**src/rtl/sdram_port_arbiter_if.sv**
```systemverilog
// SDRAM controller port shared by the download writer and the cassette reader.
// master = arbiter side, slave = SDRAM controller side.
`timescale 1ns/1ps
interface sdram_port_arbiter_if #(
    parameter int ADDR_W = 25,
    parameter int DATA_W = 8
);
    logic              mem_req;
    logic              mem_we;
    logic [ADDR_W-1:0] mem_addr;
    logic [DATA_W-1:0] mem_din;
    logic [DATA_W-1:0] mem_dout;
    logic              mem_ack;

    modport master (
        output mem_req, mem_we, mem_addr, mem_din,
        input  mem_dout, mem_ack
    );

    modport slave (
        input  mem_req, mem_we, mem_addr, mem_din,
        output mem_dout, mem_ack
    );
endinterface

```
**src/rtl/sdram_port_arbiter.sv**
```systemverilog
// Sequenced arbiter for the 8-bit SDRAM port: buffered download writes with
// priority, cassette reads with anti-starvation, and an acknowledge timeout.
`timescale 1ns/1ps
module sdram_port_arbiter #(
    parameter int ADDR_W       = 25,
    parameter int DATA_W       = 8,
    parameter int WR_BURST_MAX = 4,
    parameter int ACK_TIMEOUT  = 15
) (
    input  logic                clk_sys,
    input  logic                reset_n,
    input  logic                wr_stb,
    input  logic [ADDR_W-1:0]   wr_addr,
    input  logic [DATA_W-1:0]   wr_data,
    output logic                wr_busy,
    input  logic                rd_stb,
    input  logic [ADDR_W-1:0]   rd_addr,
    output logic [DATA_W-1:0]   rd_data,
    output logic                rd_valid,
    sdram_port_arbiter_if.master mem,
    input  logic                clr_flags,
    output logic                wr_ovf,
    output logic                rd_drop,
    output logic                ack_err
);
    localparam int RUN_W = $clog2(WR_BURST_MAX + 1);

    typedef enum logic [1:0] {IDLE, WR, RD} state_t;

    state_t            state_q, state_d;
    logic              wr_full_q, wr_full_d;
    logic [ADDR_W-1:0] wr_addr_q, wr_addr_d;
    logic [DATA_W-1:0] wr_data_q, wr_data_d;
    logic              rd_pend_q, rd_pend_d;
    logic [ADDR_W-1:0] rd_addr_q, rd_addr_d;
    logic [RUN_W-1:0]  wr_run_q, wr_run_d;
    logic [3:0]        tcnt_q, tcnt_d;
    logic              mem_req_q, mem_req_d;
    logic              mem_we_q, mem_we_d;
    logic [ADDR_W-1:0] mem_addr_q, mem_addr_d;
    logic [DATA_W-1:0] mem_din_q, mem_din_d;
    logic [DATA_W-1:0] rd_data_q, rd_data_d;
    logic              rd_valid_q, rd_valid_d;
    logic              wr_ovf_q, wr_ovf_d;
    logic              rd_drop_q, rd_drop_d;
    logic              ack_err_q, ack_err_d;

    logic busy, done, tout, leave, wr_rel, grant_wr, grant_rd;
    logic ovf_set, drop_set;

    always_comb begin
        state_d    = state_q;
        wr_full_d  = wr_full_q;
        wr_addr_d  = wr_addr_q;
        wr_data_d  = wr_data_q;
        rd_pend_d  = rd_pend_q;
        rd_addr_d  = rd_addr_q;
        wr_run_d   = wr_run_q;
        tcnt_d     = tcnt_q;
        mem_req_d  = mem_req_q;
        mem_we_d   = mem_we_q;
        mem_addr_d = mem_addr_q;
        mem_din_d  = mem_din_q;
        rd_data_d  = rd_data_q;
        rd_valid_d = 1'b0;
        ovf_set    = 1'b0;
        drop_set   = 1'b0;

        busy     = (state_q != IDLE);
        done     = busy && mem.mem_ack;
        tout     = busy && !mem.mem_ack
                   && (tcnt_q == 4'(ACK_TIMEOUT - 1));
        leave    = done || tout;
        wr_rel   = (state_q == WR) && leave;
        grant_wr = (state_q == IDLE) && wr_full_q
                   && (!rd_pend_q || wr_run_q < RUN_W'(WR_BURST_MAX));
        grant_rd = (state_q == IDLE) && !grant_wr && rd_pend_q;

        if (grant_wr) begin
            state_d    = WR;
            mem_req_d  = 1'b1;
            mem_we_d   = 1'b1;
            mem_addr_d = wr_addr_q;
            mem_din_d  = wr_data_q;
            tcnt_d     = '0;
        end else if (grant_rd) begin
            state_d    = RD;
            mem_req_d  = 1'b1;
            mem_we_d   = 1'b0;
            mem_addr_d = rd_addr_q;
            tcnt_d     = '0;
        end else if (leave) begin
            state_d   = IDLE;
            mem_req_d = 1'b0;
            if (state_q == RD) begin
                rd_valid_d = 1'b1;
                rd_data_d  = done ? mem.mem_dout : '1;
            end
        end else if (busy) begin
            tcnt_d = tcnt_q + 4'd1;
        end

        // A strobe on the release edge refills the freed entry
        if (wr_rel) wr_full_d = 1'b0;
        if (wr_stb) begin
            if (!wr_full_q || wr_rel) begin
                wr_full_d = 1'b1;
                wr_addr_d = wr_addr;
                wr_data_d = wr_data;
            end else begin
                ovf_set = 1'b1;
            end
        end

        if (grant_rd) rd_pend_d = 1'b0;
        if (rd_stb) begin
            if (state_q == RD) begin
                drop_set = 1'b1;
            end else begin
                rd_pend_d = 1'b1;
                rd_addr_d = rd_addr;
            end
        end

        if (grant_rd)
            wr_run_d = '0;
        else if (grant_wr && rd_pend_q)
            wr_run_d = wr_run_q + 1'b1;
        else if (!rd_pend_q)
            wr_run_d = '0;

        wr_ovf_d  = ovf_set  || (wr_ovf_q  && !clr_flags);
        rd_drop_d = drop_set || (rd_drop_q && !clr_flags);
        ack_err_d = tout     || (ack_err_q && !clr_flags);
    end

    always_ff @(posedge clk_sys or negedge reset_n) begin
        if (!reset_n) begin
            state_q    <= IDLE;
            wr_full_q  <= 1'b0;
            wr_addr_q  <= '0;
            wr_data_q  <= '0;
            rd_pend_q  <= 1'b0;
            rd_addr_q  <= '0;
            wr_run_q   <= '0;
            tcnt_q     <= '0;
            mem_req_q  <= 1'b0;
            mem_we_q   <= 1'b0;
            mem_addr_q <= '0;
            mem_din_q  <= '0;
            rd_data_q  <= '0;
            rd_valid_q <= 1'b0;
            wr_ovf_q   <= 1'b0;
            rd_drop_q  <= 1'b0;
            ack_err_q  <= 1'b0;
        end else begin
            state_q    <= state_d;
            wr_full_q  <= wr_full_d;
            wr_addr_q  <= wr_addr_d;
            wr_data_q  <= wr_data_d;
            rd_pend_q  <= rd_pend_d;
            rd_addr_q  <= rd_addr_d;
            wr_run_q   <= wr_run_d;
            tcnt_q     <= tcnt_d;
            mem_req_q  <= mem_req_d;
            mem_we_q   <= mem_we_d;
            mem_addr_q <= mem_addr_d;
            mem_din_q  <= mem_din_d;
            rd_data_q  <= rd_data_d;
            rd_valid_q <= rd_valid_d;
            wr_ovf_q   <= wr_ovf_d;
            rd_drop_q  <= rd_drop_d;
            ack_err_q  <= ack_err_d;
        end
    end

    assign wr_busy      = wr_full_q;
    assign rd_data      = rd_data_q;
    assign rd_valid     = rd_valid_q;
    assign mem.mem_req  = mem_req_q;
    assign mem.mem_we   = mem_we_q;
    assign mem.mem_addr = mem_addr_q;
    assign mem.mem_din  = mem_din_q;
    assign wr_ovf       = wr_ovf_q;
    assign rd_drop      = rd_drop_q;
    assign ack_err      = ack_err_q;
endmodule

```
**src/flat_wrapper.sv**
```systemverilog
// flat-port wrapper written by rule: the top's interface ports become plain ports
module sdram_port_arbiter_flat 
#(
    parameter int ADDR_W       = 25,
    parameter int DATA_W       = 8,
    parameter int WR_BURST_MAX = 4,
    parameter int ACK_TIMEOUT  = 15
)
  (clk_sys, reset_n, wr_stb, wr_addr, wr_data, wr_busy, rd_stb, rd_addr, rd_data, rd_valid, clr_flags, wr_ovf, rd_drop, ack_err, mem_mem_req, mem_mem_we, mem_mem_addr, mem_mem_din, mem_mem_dout, mem_mem_ack);
  sdram_port_arbiter_if #(.ADDR_W(ADDR_W), .DATA_W(DATA_W)) mem_i ();
  input  logic clk_sys;
  input  logic reset_n;
  input  logic wr_stb;
  input  logic [ADDR_W-1:0] wr_addr;
  input  logic [DATA_W-1:0] wr_data;
  output logic wr_busy;
  input  logic rd_stb;
  input  logic [ADDR_W-1:0] rd_addr;
  output logic [DATA_W-1:0] rd_data;
  output logic rd_valid;
  input  logic clr_flags;
  output logic wr_ovf;
  output logic rd_drop;
  output logic ack_err;
  output wire logic [$bits(mem_i.mem_req)-1:0] mem_mem_req;
  output wire logic [$bits(mem_i.mem_we)-1:0] mem_mem_we;
  output wire logic [$bits(mem_i.mem_addr)-1:0] mem_mem_addr;
  output wire logic [$bits(mem_i.mem_din)-1:0] mem_mem_din;
  input wire logic [$bits(mem_i.mem_dout)-1:0] mem_mem_dout;
  input wire logic [$bits(mem_i.mem_ack)-1:0] mem_mem_ack;
  assign mem_mem_req = mem_i.mem_req;
  assign mem_mem_we = mem_i.mem_we;
  assign mem_mem_addr = mem_i.mem_addr;
  assign mem_mem_din = mem_i.mem_din;
  assign mem_i.mem_dout = mem_mem_dout;
  assign mem_i.mem_ack = mem_mem_ack;
  sdram_port_arbiter #(.ADDR_W(ADDR_W), .DATA_W(DATA_W), .WR_BURST_MAX(WR_BURST_MAX), .ACK_TIMEOUT(ACK_TIMEOUT)) u_core (.clk_sys(clk_sys), .reset_n(reset_n), .wr_stb(wr_stb), .wr_addr(wr_addr), .wr_data(wr_data), .wr_busy(wr_busy), .rd_stb(rd_stb), .rd_addr(rd_addr), .rd_data(rd_data), .rd_valid(rd_valid), .mem(mem_i), .clr_flags(clr_flags), .wr_ovf(wr_ovf), .rd_drop(rd_drop), .ack_err(ack_err));
endmodule
```
**config.mk**
```make
export PLATFORM = sky130hd
export DESIGN_NAME = sdram_port_arbiter_flat
export DESIGN_NICKNAME = d
export VERILOG_FILES = /design/src/rtl/sdram_port_arbiter_if.sv /design/src/rtl/sdram_port_arbiter.sv /design/src/flat_wrapper.sv
export SDC_FILE = /design/constraint.sdc
export NUM_CORES = 1
export LEC_CHECK = 0
export ABC_AREA = 1
export ABC_CLOCK_PERIOD_IN_PS = 1600
export BUFFER_PORTS_ARGS = -buffer_cell sky130_fd_sc_hd__buf_2
export CAP_MARGIN = 25
export CORE_ASPECT_RATIO = 1.5
export CORE_MARGIN = 5
export CORE_UTILIZATION = 25
export DETAILED_ROUTE_END_ITERATION = 12
export PLACE_DENSITY = 0.52
export SYNTH_ARGS = -nofsm -noshare
export SYNTH_HDL_FRONTEND = slang
export SYNTH_SLANG_ARGS = --single-unit
```
**constraint.sdc**
```tcl
create_clock -name clk_sys -period 1.6 [get_ports clk_sys]
set_input_delay 0.16 -clock clk_sys [delete_from_list [all_inputs] [get_ports clk_sys]]
set_output_delay 0.16 -clock clk_sys [all_outputs]
set_load 0.1 [all_outputs]
```
==> Flow_metrics.wiki, run 1 <==
{| class="wikitable"
! Metric !! Value
|-
| Clk buf depth || 2
|-
| Most frequent standard cell in the layout excluding fill and tap cells || sky130_fd_sc_hd__nand2_1
|-
| EDFF count, synth || 0
|-
| Data arrival time of the critical path || about 1900 ps
|-
| Shortest period the worst path allows || about 1600 ps
|-
| Net count after synthesis || 561
|-
| CTS Root Buffer Type || sky130_fd_sc_hd__clkbuf_16
|-
| Critical Path End Type || register
|-
| Initial standard-cell utilization of the core || 0.256
|-
| Total of flip-flops plus latches after synthesis || 116
|-
| Number of placed cells counting well taps || around 860
|-
| Tightest Hold Check Type || in -> reg
|-
| Relative slew margins || 0.504
|-
| Number of instances in the synthesized netlist || between 400 and 500
|-
| Nets || 768
|-
| Wire length per cell || 15.3 µm
|-
| Status || completed
|-
| Level count of the clock H-tree || 4
|-
| Number of violations of the max-capacitance limit || 0
|-
| Clk pwr share || 0.237
|-
| Clock buffer count from CTS || 17
|-
| Number of global-route vias before repair || approximately 4,100
|-
| Total number of vias || ~4,000
|-
| Detailed-placement wirelength estimate || between 9000 and 10,000 µm
|-
| CTS sink cnt || about 120
|-
| Part of the total power dissipated in combinational logic || 0.487
|-
| Initial antenna violation count || 0
|-
| Unique cell type count in the Yosys netlist || 28
|-
| Slowest stage cell on the critical path || sky130_fd_sc_hd__dfrtp_1
|-
| Summed instance area of the synthesized netlist || between 4000 and 5000 µm²
|-
| Post-Synthesis Mean Instance Area || 9.79 µm²
|-
| Leading area contributor after synthesis || sky130_fd_sc_hd__dfrtp_1
|-
| CP cell instances || inv_2 > ha_4 > nand3_4 > a21oi_4 > nand2_4 > nand2_8 > clkbuf_16 > nand3_1 > nand2_1
|-
| RSZ-0062 raised after global routing || yes
|-
| Global-route wire length before repair || 22,000 µm
|-
| Share of the synthesized area in the top cell type || 0.610
|-
| Critical path data required time || 1950 ps
|-
| Die Footprint || between 20,000 and 25,000 µm²
|-
| Internal portion of total power || between 8 and 9 mW
|-
| First-pass DRT Iterations || 4
|-
| Utilization after layout || 0.391
|-
| Die H || 179 µm
|-
| Fraction of the cycle the final worst path needs || 0.971
|-
| Kind of launch point of the worst setup path || register
|-
| Leakage power summed over all cells || about 3.6 nW
|-
| Share of post-route cells with drive strength above 1 || 0.319
|-
| Number of antenna cells inserted || 0
|-
| Port bufs || about 120
|-
| Total power divided by cell area || roughly 2400 nW/µm²
|-
| Total congestion overflow after global routing || 0
|-
| Layout-stage area growth over the synthesis result || 53.0%
|-
| Launching point of the worst reg2reg path || u_core.tcnt_q[0]
|-
| DRC violations left || 0
|-
| Count of warnings emitted by yosys || 0
|-
| Final Hold Vio Count || 0
|-
| Post-synth ARST share || 1.00
|-
| Highest-count cells in the layout ignoring fill and taps || sky130_fd_sc_hd__nand2_1 (186), sky130_fd_sc_hd__buf_2 (117), sky130_fd_sc_hd__dfrtp_1 (115)
|-
| Final Instance Count excl. Fillers || ~960
|-
| Area of the multi-input gates || 1810 µm²
|-
| GPL Wtd Cong || roughly 0.74
|-
| Switching share of total power || 0.486
|-
| Iteration-0 DRC Markers || 149
|-
| Power, Total || 17.3 mW
|-
| Slew @ Worst Pin || around 740 ps
|-
| Clock tree from TritonCTS || done
|-
| Timing startpoint of the critical path || u_core.tcnt_q[0]
|-
| Share of total power in sequential cells || 0.276
|-
| Critical path's largest stage delay || between 300 and 400 ps
|-
| Post-route ant nets || 0
|-
| Proportion of synthesized chip area in sequential cells || 0.610
|-
| Worst setup path category || reg -> reg
|-
| GR Util met3 || 0.0313
|-
| Skew-Pair Late Insertion Delay || between 400 and 500 ps
|-
| Critical path peak fanout || 7
|-
| Number of cells on the worst reg-to-reg path || 9
|-
| Ranking of synthesized cells by area || sky130_fd_sc_hd__dfrtp_1 (61%), sky130_fd_sc_hd__nand2_1 (15%), sky130_fd_sc_hd__nand3_1 (6.6%), sky130_fd_sc_hd__mux2_2 (3.5%), sky130_fd_sc_hd__mux2_1 (2.4%)
|-
| Endpoint of the worst-slack reg-to-reg timing path || u_core.wr_addr_q[23]
|-
| Final Max Slew Viols || 0
|-
| Grt met2 use || 0.226
|-
| Clk_skew || ~8.6 ps
|-
| Sum of routed wire length over all layers || roughly 15,000 µm
|-
| Area of the core || around 19,000 µm²
|-
| Fill cell instance count of the final layout || 1,922
|-
| Switching component of the power || 8.41 mW
|-
| Maximum number of pins on one net before global-route repair || 34
|-
| Hold depth || 3
|-
| Gr usage total || 0.133
|-
| Area occupied by registers || between 2000 and 3000 µm²
|-
| Worst vdd ir || approximately 0.00094 V
|-
| Predominant post-synthesis flop cell || sky130_fd_sc_hd__dfrtp_1
|-
| Fmax || between 600 and 700 MHz
|-
| Grt met1 use || 0.159
|-
| Total negative setup slack || 0 ps
|-
| IO Pins || 120
|-
| Register-to-register setup slack || 50 ps
|-
| Horiz. Die Dim || about 120 µm
|-
| Post-route cell area || ~7300 µm²
|-
| Number of standard-cell rows in the floorplan || between 60 and 70
|-
| Clock-pin slew on the worst setup and hold paths || roughly 60 ps
|-
| Final-report setup violation count || 0
|-
| Busiest layer in global routing || met2
|-
| CP endpoint || u_core.wr_addr_q[23]
|-
| Vias/cell || about 4.2
|-
| Placed Area || 5780 µm²
|}
-- through the flow --
step	setup slack, ps	hold slack [ps]
after floorplan	15.3	-136
after global placement	-30.5	160
after detailed placement	-31.6	161
after global routing	-42.4	20.6
final	47.1	25.6
after CTS	3.85	2.95
-- cell type report --
class                           instances  share of cell area
Sequential cell                       116               0.399
Multi-Input combinational cell        336               0.248
Timing Repair Buffer                  205               0.212
Clock buffer                           20              0.0641
Tap cell                              252              0.0433
Clock inverter                         12              0.0244
Inverter                               17             0.00945
-- power groups by stage --
stage	logic [mW]	clock network (mW)	registers, mW
floorplan	2.53	0	8.29
finish	8.42	4.11	4.77
detailed placement	7.90	0	4.77
global placement	7.83	0	4.77
CTS	8.06	4.24	4.73
global route	9.06	4.38	4.91
-- cell families (layout without fill, tap and decap cells) --
group | Yosys count | in the layout | share of synthesized area
compound gates | 21 | 21 | 0.0292
xor+xnor | 2 | 2 | 0.00368
fa+ha+maj | 3 | 3 | 0.00789
buf+inv | 39 | 254 | 0.0447
flops | 116 | 116 | 0.610
mux | 25 | 25 | 0.0591
simple gates | 280 | 285 | 0.246
-- worst min-delay path by stage --
stage / start / end / slack, ps
2_1_floorplan: reset_n / u_core.ack_err / -140
3_3_place_gp: reset_n / u_core.rd_addr_q[13] / 160
3_5_place_dp: reset_n / u_core.rd_addr_q[13] / 160
4_1_cts: wr_addr[8] / u_core.wr_addr_q[8] / 3
5_1_grt: wr_addr[8] / u_core.wr_addr_q[8] / 20
6_report: wr_addr[8] / u_core.wr_addr_q[8] / 30
-- critical path, delay by kind of cell (launching register included) --
family / cells / cell delay [ps]
AND/OR/NAND/NOR: 5 / 510
flip-flops: 1 / 390
buffers and inverters: 2 / 250
AO/OA/AOI/OAI: 1 / 200
adder cells (fa/ha/maj): 1 / 140
-- state kept, by name, summed over array words and instances, names as in the netlist --
register and count:
u_core.mem.mem_addr 25, u_core.rd_addr_q 25, u_core.wr_addr_q 25, u_core.mem.mem_din 8
u_core.rd_data 8, u_core.wr_data_q 8, u_core.tcnt_q 4, u_core.wr_run_q 3
u_core.state_q 2, u_core.ack_err 1, u_core.mem.mem_req 1, u_core.mem.mem_we 1
u_core.rd_drop 1, u_core.rd_pend_q 1, u_core.rd_valid 1, u_core.wr_busy 1
u_core.wr_ovf 1
-- layer usage --
metal | up-vias | share of wire
li1 | 1996 | -
met1 | 1899 | 0.42
met2 | 124 | 0.52
met3 | 19 | 0.041
met4 | 0 | 0.021
met5 | - | 0
-- synth_stat cells (2+ instances only) --
cell and count:
sky130_fd_sc_hd__buf_6 5, sky130_fd_sc_hd__dfrtp_1 116, sky130_fd_sc_hd__inv_1 13, sky130_fd_sc_hd__nand3_1 63, sky130_fd_sc_hd__mux2_1 10, sky130_fd_sc_hd__clkbuf_1 4, sky130_fd_sc_hd__o21ai_0 13, sky130_fd_sc_hd__nand2_4 2
sky130_fd_sc_hd__nand2_2 3, sky130_fd_sc_hd__buf_2 8, sky130_fd_sc_hd__inv_2 3, sky130_fd_sc_hd__mux2_2 15, sky130_fd_sc_hd__a21oi_1 2, sky130_fd_sc_hd__ha_1 3, sky130_fd_sc_hd__buf_4 5, sky130_fd_sc_hd__nor2_1 14
sky130_fd_sc_hd__xor2_1 2, sky130_fd_sc_hd__nand2_1 195
-- what timing repair did --
action,CTS,global route
buffers inserted,0,1
hold buffers,61,0
setup endpoints to repair,56,43
resized for setup,2,30
endpoints found under the hold margin,89,0
cloned,0,7
pin swaps,0,12
(Power assumes the default switching activity.)
==> run 2, diff against run 1 <==
Settings changed: CAP_MARGIN 25 to 5, HOLD_SLACK_MARGIN set to 0.03.
==> Flow_metrics.wiki, run 2 (synthesized netlist as in run 1, its figures left out) <==
{| class="wikitable"
! Metric !! Value
|-
| Number of standard-cell rows in the floorplan || 61 (unchanged)
|-
| Skew-Pair Late Insertion Delay || 410 ps (about the same)
|-
| First-pass DRT Iterations || 4 (unchanged)
|-
| Fmax || 645 MHz (was 644 MHz)
|-
| CTS Root Buffer Type || sky130_fd_sc_hd__clkbuf_16 (unchanged)
|-
| Nets || 773 (was 768)
|-
| Worst setup path category || reg -> reg (unchanged)
|-
| Final Max Slew Viols || 0 (unchanged)
|-
| Most frequent standard cell in the layout excluding fill and tap cells || sky130_fd_sc_hd__nand2_1 (unchanged)
|-
| Placement Setup Slack || -31.6 ps (unchanged)
|-
| Number of violations of the max-capacitance limit || 0 (unchanged)
|-
| Data arrival time of the critical path || 1900 ps (about the same)
|-
| Placed Area || 5780 µm² (unchanged)
|-
| Area of the core || 18,600 µm² (unchanged)
|-
| Number of antenna cells inserted || 0 (unchanged)
|-
| Initial standard-cell utilization of the core || 0.256 (unchanged)
|-
| Total number of vias || 4,044 (was 4,038)
|-
| Number of placed cells counting well taps || 857 (unchanged)
|-
| Wire length per cell || 15.3 µm (about the same)
|-
| Critical path's largest stage delay || 390 ps (about the same)
|-
| Level count of the clock H-tree || 4 (unchanged)
|-
| Final WS setup || 48.8 ps (was 47.1 ps)
|-
| Total congestion overflow after global routing || 0 (unchanged)
|-
| Kind of launch point of the worst setup path || register (unchanged)
|-
| Worst hold margin || 26.7 ps (was 25.6 ps)
|-
| Number of cells on the worst reg-to-reg path || 9 (unchanged)
|-
| GPL Wtd Cong || 0.737 (unchanged)
|-
| Launching point of the worst reg2reg path || u_core.tcnt_q[0] (unchanged)
|-
| Die Footprint || 22,000 µm² (unchanged)
|-
| Shortest period the worst path allows || 1550 ps (about the same)
|-
| Initial antenna violation count || 0 (unchanged)
|-
| Port bufs || 119 (unchanged)
|-
| Sum of routed wire length over all layers || 14,800 µm (was 14,600 µm)
|-
| DRC violations left || 0 (unchanged)
|-
| Clock tree from TritonCTS || done (unchanged)
|-
| Post-route ant nets || 0 (unchanged)
|-
| Endpoint of the worst-slack reg-to-reg timing path || u_core.wr_addr_q[23] (unchanged)
|-
| Critical path buffer and inverter count || 2 (unchanged)
|-
| Leakage power summed over all cells || 3.67 nW (was 3.65 nW)
|-
| Launch point of the worst hold path || mem_mem_dout[3] (was wr_addr[8])
|-
| Maximum number of pins on one net before global-route repair || 34 (unchanged)
|-
| Critical Path End Type || register (unchanged)
|-
| Hold depth || 3 (unchanged)
|-
| Utilization after layout || 0.394 (was 0.391)
|-
| Critical path data required time || 1950 ps (about the same)
|-
| Number of global-route vias before repair || 4,162 (was 4,132)
|-
| Vias/cell || 4.20 (was 4.22)
|-
| Slowest stage cell on the critical path || sky130_fd_sc_hd__dfrtp_1 (unchanged)
|-
| Relative slew margins || 0.499 (was 0.504)
|-
| Global-route wire length before repair || 22,200 µm (was 22,000 µm)
|-
| Gr usage total || 0.134 (was 0.133)
|-
| Status || completed (unchanged)
|-
| Fraction of the cycle the final worst path needs || 0.970 (was 0.971)
|-
| CTS sink cnt || 116 (unchanged)
|-
| Iteration-0 DRC Markers || 135 (was 149)
|-
| Highest-count cells in the layout ignoring fill and taps || sky130_fd_sc_hd__nand2_1 (186), sky130_fd_sc_hd__buf_2 (117), sky130_fd_sc_hd__dfrtp_1 (115) (unchanged)
|-
| Total power divided by cell area || 2360 nW/µm² (was 2370 nW/µm²)
|-
| Clock buffer count from CTS || 17 (unchanged)
|-
| IO Pins || 120 (unchanged)
|-
| Clock-pin slew on the worst setup and hold paths || 60 ps (about the same)
|-
| Total negative setup slack || 0 ps (unchanged)
|-
| Final-report setup violation count || 0 (unchanged)
|-
| Tightest Hold Check Type || in -> reg (unchanged)
|-
| Power, Total || 17.3 mW (about the same)
|-
| Clk_skew || 6.16 ps (was 8.58 ps)
|-
| Final Instance Count excl. Fillers || 963 (was 958)
|-
| Register-to-register setup slack || 50 ps (about the same)
|-
| Slew @ Worst Pin || 752 ps (was 744 ps)
|-
| Die H || 179 µm (unchanged)
|-
| Horiz. Die Dim || 123 µm (unchanged)
|-
| Worst vdd ir || 0.000944 V (about the same)
|-
| Clk buf depth || 2 (unchanged)
|-
| Detailed-placement wirelength estimate || 9500 µm (unchanged)
|-
| RSZ-0062 raised after global routing || yes (unchanged)
|-
| Critical path peak fanout || 7 (unchanged)
|-
| Post-route cell area || 7330 µm² (was 7280 µm²)
|-
| Kind of cell adding the most delay to the critical path || simple AND/OR/NAND/NOR gates (unchanged)
|-
| Endpoint, Worst Hold || u_core.rd_data[3] (was u_core.wr_addr_q[8])
|-
| Share of post-route cells with drive strength above 1 || 0.316 (was 0.319)
|-
| Fill cell instance count of the final layout || 1,914 (was 1,922)
|-
| CP cell instances || inv_2 > ha_4 > nand3_4 > a21oi_4 > nand2_4 > nand2_8 > clkbuf_16 > nand3_1 > nand2_1 (unchanged)
|-
| Layout-stage area growth over the synthesis result || 54.1% (was 53.0%)
|-
| Final Hold Vio Count || 0 (unchanged)
|}
## run 2: changes by cell type in the layout (fill, tap and decap cells not counted)
cell	before	now
sky130_fd_sc_hd__dlygate4sd3_1	61	66
## run 2: tightest hold or removal path: cells and delay by family
kind	cells	cell delay (ps)
compound gates	1	120
buf+inv	1	70
simple gates	1	30
## run 2: layout make-up
| type | instances | area (µm²) | area share |
|---|---|---|---|
| sequential | 116 | 2900 | 0.396 |
| multi-input combinational | 336 | 1810 | 0.246 |
| timing repair buffer | 210 | 1600 | 0.218 |
| clock buffer | 20 | 467 | 0.0636 |
| tap | 252 | 315 | 0.0430 |
| clock inverter | 12 | 178 | 0.0242 |
| inverter | 17 | 68.8 | 0.00938 |
## run 2: power breakdown
| group | switching, mW | total (mW) | internal (mW) |
|---|---|---|---|
| clock | 1.38 | 4.11 | 2.73 |
| sequential | 0.680 | 4.77 | 4.09 |
| combinational | 6.35 | 8.43 | 2.07 |
| total | 8.41 | 17.3 | 8.89 |
## run 2: how the worst max path moves through the flow
stage / cells after the start / from / end / slack [ps]
2_1_floorplan: 8 / u_core.wr_busy / u_core.mem.mem_addr[10] / 20
3_3_place_gp: 8 / u_core.state_q[1] / u_core.tcnt_q[0] / -30
3_5_place_dp: 9 / u_core.tcnt_q[0] / u_core.wr_addr_q[7] / -30
4_1_cts: 9 / u_core.tcnt_q[0] / u_core.wr_data_q[6] / 4
5_1_grt: 9 / u_core.tcnt_q[0] / u_core.wr_data_q[7] / -40
6_report: 9 / u_core.tcnt_q[0] / u_core.wr_addr_q[23] / 50
## run 2: timing repair
action                                  4_1_cts  5_1_grt
endpoints found under the hold margin        94        0
resized for setup                             2       30
pin swaps                                     0       12
cloned                                        0        7
endpoints found under the setup margin       56       43
hold buffers                                 66        0
setup buffers                                 0        1
## run 2: routing by layer
layer	wire length (µm)	global-route usage	up-vias
met4	334	0.0598	0
met2	7610	0.228	113
li1	-	-	2006
met1	6230	0.159	1905
met3	580	0.0313	20
met5	0	0	-
==> run 3, diff against run 2 <==
Settings changed: ABC_AREA 1 to unset.
==> Flow_metrics.wiki, run 3 <==
{| class="wikitable"
! Metric !! Value
|-
| DRC violations left || 0 (unchanged)
|-
| Wire length per cell || 18.5 µm (was 15.3 µm)
|-
| CP cell instances || buf_12 > a221oi_4 > buf_6 > buf_12 > buf_12 > mux2_4 (was inv_2 > ha_4 > nand3_4 > a21oi_4 > nand2_4 > nand2_8 > clkbuf_16 > nand3_1 > nand2_1)
|-
| Clock buffer count from CTS || 17 (unchanged)
|-
| Endpoint of the worst-slack reg-to-reg timing path || u_core.wr_addr_q[12] (was u_core.wr_addr_q[23])
|-
| Most frequent standard cell in the layout excluding fill and tap cells || sky130_fd_sc_hd__buf_2 (was sky130_fd_sc_hd__nand2_1)
|-
| Critical path depth in cells || 6 (was 9)
|-
| Detailed-placement wirelength estimate || 9110 µm (was 9500 µm)
|-
| Final Max Slew Viols || 0 (unchanged)
|-
| Tightest Hold Check Type || in -> reg (unchanged)
|-
| RSZ-0062 raised after global routing || yes (unchanged)
|-
| Critical path's largest stage delay || 500 ps (was 390 ps)
|-
| Number of instances in the synthesized netlist || 341 (was 486)
|-
| Data arrival time of the critical path || 2080 ps (was 1900 ps)
|-
| IO Pins || 120 (unchanged)
|-
| Gr usage total || 0.135 (was 0.134)
|-
| Slowest stage cell on the critical path || sky130_fd_sc_hd__dfrtp_4 (was sky130_fd_sc_hd__dfrtp_1)
|-
| Final WS setup || -182 ps (was 48.8 ps)
|-
| Total number of vias || 3,746 (was 4,044)
|-
| Number of antenna cells inserted || 0 (unchanged)
|-
| Layout-stage area growth over the synthesis result || 59.2% (was 54.1%)
|-
| Initial antenna violation count || 0 (unchanged)
|-
| Number of violations of the max-capacitance limit || 0 (unchanged)
|-
| Utilization after layout || 0.406 (was 0.394)
|-
| Final-report setup violation count || 60 (was 0)
|-
| Critical path data required time || 1890 ps (was 1950 ps)
|-
| Top routing layer used || met4 (unchanged)
|-
| Count of warnings emitted by yosys || 0 (unchanged)
|-
| Horiz. Die Dim || 124 µm (was 123 µm)
|-
| Nets || 646 (was 773)
|-
| Amount of wire on met2 after detailed routing || 8460 µm (was 7610 µm)
|-
| Post-route cell area || 7770 µm² (was 7330 µm²)
|-
| CP endpoint || u_core.wr_addr_q[12] (was u_core.wr_addr_q[23])
|-
| Skew-Pair Late Insertion Delay || 410 ps (about the same)
|-
| Port bufs || 119 (unchanged)
|-
| Critical Path End Type || register (unchanged)
|-
| Global-route wire length before repair || 22,800 µm (was 22,200 µm)
|-
| Number of global-route vias before repair || 4,098 (was 4,162)
|-
| Number of placed cells counting well taps || 722 (was 857)
|-
| Status || finished with violations (was completed)
|-
| Highest-count cells in the layout ignoring fill and taps || sky130_fd_sc_hd__buf_2 (118), sky130_fd_sc_hd__dfrtp_1 (115), sky130_fd_sc_hd__dlygate4sd3_1 (62) (was sky130_fd_sc_hd__nand2_1 (186), sky130_fd_sc_hd__buf_2 (117), sky130_fd_sc_hd__dfrtp_1 (115))
|-
| Sum of routed wire length over all layers || 15,500 µm (was 14,800 µm)
|-
| Clk buf depth || 2 (unchanged)
|-
| Register-to-register setup slack || -180 ps (was 50 ps)
|-
| Final Instance Count excl. Fillers || 840 (was 963)
|-
| Fmax || 561 MHz (was 645 MHz)
|-
| Critical path peak fanout || 7 (unchanged)
|-
| Timing startpoint of the critical path || u_core.wr_busy (was u_core.tcnt_q[0])
|-
| Placed Area || 5980 µm² (was 5780 µm²)
|-
| WL met3 || 662 µm (was 580 µm)
|-
| First-pass DRT Iterations || 4 (unchanged)
|-
| Post-route ant nets || 0 (unchanged)
|-
| EDFF count, synth || 0 (unchanged)
|-
| Kind of launch point of the worst setup path || register (unchanged)
|-
| Predominant post-synthesis flop cell || sky130_fd_sc_hd__dfrtp_1 (unchanged)
|-
| Leading area contributor after synthesis || sky130_fd_sc_hd__dfrtp_1 (unchanged)
|-
| Proportion of synthesized chip area in sequential cells || 0.595 (was 0.610)
|-
| Clock tree from TritonCTS || done (unchanged)
|-
| Number of cells on the worst reg-to-reg path || 6 (was 9)
|-
| Most common cell in the synthesized netlist || sky130_fd_sc_hd__dfrtp_1 (was sky130_fd_sc_hd__nand2_1)
|-
| Maximum number of pins on one net before global-route repair || 46 (was 34)
|-
| Share of the synthesized area in the top cell type || 0.595 (was 0.610)
|-
| Number of standard-cell rows in the floorplan || 62 (was 61)
|-
| Worst setup path category || reg -> reg (unchanged)
|-
| CTS sink cnt || 116 (unchanged)
|-
| Vias/cell || 4.46 (was 4.20)
|-
| Ranking of synthesized cells by area || sky130_fd_sc_hd__dfrtp_1 (59%), sky130_fd_sc_hd__mux2_2 (12%), sky130_fd_sc_hd__mux2_4 (6.2%), sky130_fd_sc_hd__a221o_1 (4.9%), sky130_fd_sc_hd__a21boi_0 (3.7%) (was sky130_fd_sc_hd__dfrtp_1 (61%), sky130_fd_sc_hd__nand2_1 (15%), sky130_fd_sc_hd__nand3_1 (6.6%), sky130_fd_sc_hd__mux2_2 (3.5%), sky130_fd_sc_hd__mux2_1 (2.4%))
|-
| Share of post-route cells with drive strength above 1 || 0.503 (was 0.316)
|-
| Hold depth || 3 (unchanged)
|-
| Iteration-0 DRC Markers || 147 (was 135)
|-
| Post-synth ARST share || 1.00 (unchanged)
|-
| Shortest period the worst path allows || 1780 ps (was 1550 ps)
|-
| Slew @ Worst Pin || 532 ps (was 752 ps)
|-
| Top cell types by occurrence after synthesis || sky130_fd_sc_hd__dfrtp_1 (116), sky130_fd_sc_hd__mux2_2 (54), sky130_fd_sc_hd__a21boi_0 (24), sky130_fd_sc_hd__a221o_1 (24), sky130_fd_sc_hd__mux2_4 (20) (was sky130_fd_sc_hd__nand2_1 (195), sky130_fd_sc_hd__dfrtp_1 (116), sky130_fd_sc_hd__nand3_1 (63))
|-
| Kind of cell adding the most delay to the critical path || buffers and inverters (was simple AND/OR/NAND/NOR gates)
|-
| Area of the core || 19,200 µm² (was 18,600 µm²)
|-
| Die H || 181 µm (was 179 µm)
|-
| Launching point of the worst reg2reg path || u_core.wr_busy (was u_core.tcnt_q[0])
|-
| Total of flip-flops plus latches after synthesis || 116 (unchanged)
|-
| Failing checks || negative setup slack
|-
| Total congestion overflow after global routing || 0 (unchanged)
|-
| CP dominant cell by count || sky130_fd_sc_hd__buf_12
|-
| Level count of the clock H-tree || 4 (unchanged)
|-
| Relative slew margins || 0.648 (was 0.499)
|-
| Summed instance area of the synthesized netlist || 4880 µm² (was 4760 µm²)
|-
| GPL Wtd Cong || 0.751 (was 0.737)
|-
| Fraction of the cycle the final worst path needs || 1.11 (was 0.970)
|-
| Total power divided by cell area || 2460 nW/µm² (was 2360 nW/µm²)
|-
| Sum of routed wire segments on met1 || 6040 µm (was 6230 µm)
|-
| Post-Synthesis Mean Instance Area || 14.3 µm² (was 9.79 µm²)
|-
| Final Hold Vio Count || 0 (unchanged)
|-
| Die Footprint || 22,500 µm² (was 22,000 µm²)
|-
| Worst vdd ir || 0.00104 V (was 0.000944 V)
|-
| Leakage power summed over all cells || 3.54 nW (was 3.67 nW)
|-
| CTS Root Buffer Type || sky130_fd_sc_hd__clkbuf_16 (unchanged)
|-
| Net count after synthesis || 416 (was 561)
|-
| Initial standard-cell utilization of the core || 0.255 (was 0.256)
|-
| Critical path buffer and inverter count || 4 (was 2)
|-
| Clock-pin slew on the worst setup and hold paths || 60 ps (about the same)
|-
| Unique cell type count in the Yosys netlist || 39 (was 28)
|-
| Clk_skew || 6.74 ps (was 6.16 ps)
|}
run 3: what timing repair did:
item,CTS,global route
buffers inserted,8,7
cloned,5,6
resized for setup,32,15
hold buffers,62,0
endpoints found under the hold margin,124,0
pin swaps,18,11
endpoints found under the setup margin,46,69
run 3: final cells by class:
cell class / count / area, µm²
Clock buffer: 17 / 425
Inverter: 10 / 37.5
Multi-Input combinational cell: 196 / 1960
Fill cell: 1823 / 11400
Sequential cell: 116 / 2910
Timing Repair Buffer: 230 / 1910
Clock inverter: 15 / 206
Tap cell: 256 / 320
run 3: worst min-delay path by stage:
stage	startpoint	endpoint	slack, ps
2_1_floorplan	reset_n	u_core.ack_err	-140
3_3_place_gp	reset_n	u_core.mem.mem_din[2]	100
3_5_place_dp	reset_n	u_core.wr_data_q[2]	100
4_1_cts	mem_mem_dout[1]	u_core.rd_data[1]	40
5_1_grt	mem_mem_dout[1]	u_core.rd_data[1]	50
6_report	mem_mem_dout[1]	u_core.rd_data[1]	60
run 3: layer usage:
layer / up-vias / global-route usage
met3: 21 / 0.0322
met4: 0 / 0.0566
met5: - / 0
met1: 1895 / 0.156
met2: 111 / 0.235
li1: 1719 / -
run 3: through the flow:
step	hold slack (ps)	power (mW)	setup slack, ps	setup TNS (ps)
4_1_cts	38.7	18.7	-162	-5570
6_report	60.7	19.1	-182	-6130
5_1_grt	54.5	20.0	-236	-9070
2_1_floorplan	-136	11.8	-247	-8450
3_5_place_dp	102	13.8	-246	-7150
3_3_place_gp	97.5	13.6	-208	-5750
run 3: cell families after synthesis:
| kind of cell | Yosys count | synth area share |
|---|---|---|
| flip-flops | 116 | 0.595 |
| multiplexers | 76 | 0.190 |
| AO/OA/AOI/OAI | 70 | 0.119 |
| AND/OR/NAND/NOR | 46 | 0.0554 |
| buffers and inverters | 30 | 0.0331 |
| adder cells (fa/ha/maj) | 3 | 0.00769 |
run 3: worst register-to-register path, stage by stage, from the launching register on:
cell and delay (ps):
sky130_fd_sc_hd__dfrtp_4 500, sky130_fd_sc_hd__buf_12 150, sky130_fd_sc_hd__a221oi_4 310, sky130_fd_sc_hd__buf_6 160, sky130_fd_sc_hd__buf_12 120, sky130_fd_sc_hd__buf_12 130
sky130_fd_sc_hd__mux2_4 300
run 3: report_power, final:
group          internal (mW)  switching (mW)  total, mW
Combinational           3.52            6.55       10.1
Clock                   2.62            1.48       4.09
Sequential              4.21           0.718       4.93
Total                   10.3            8.74       19.1
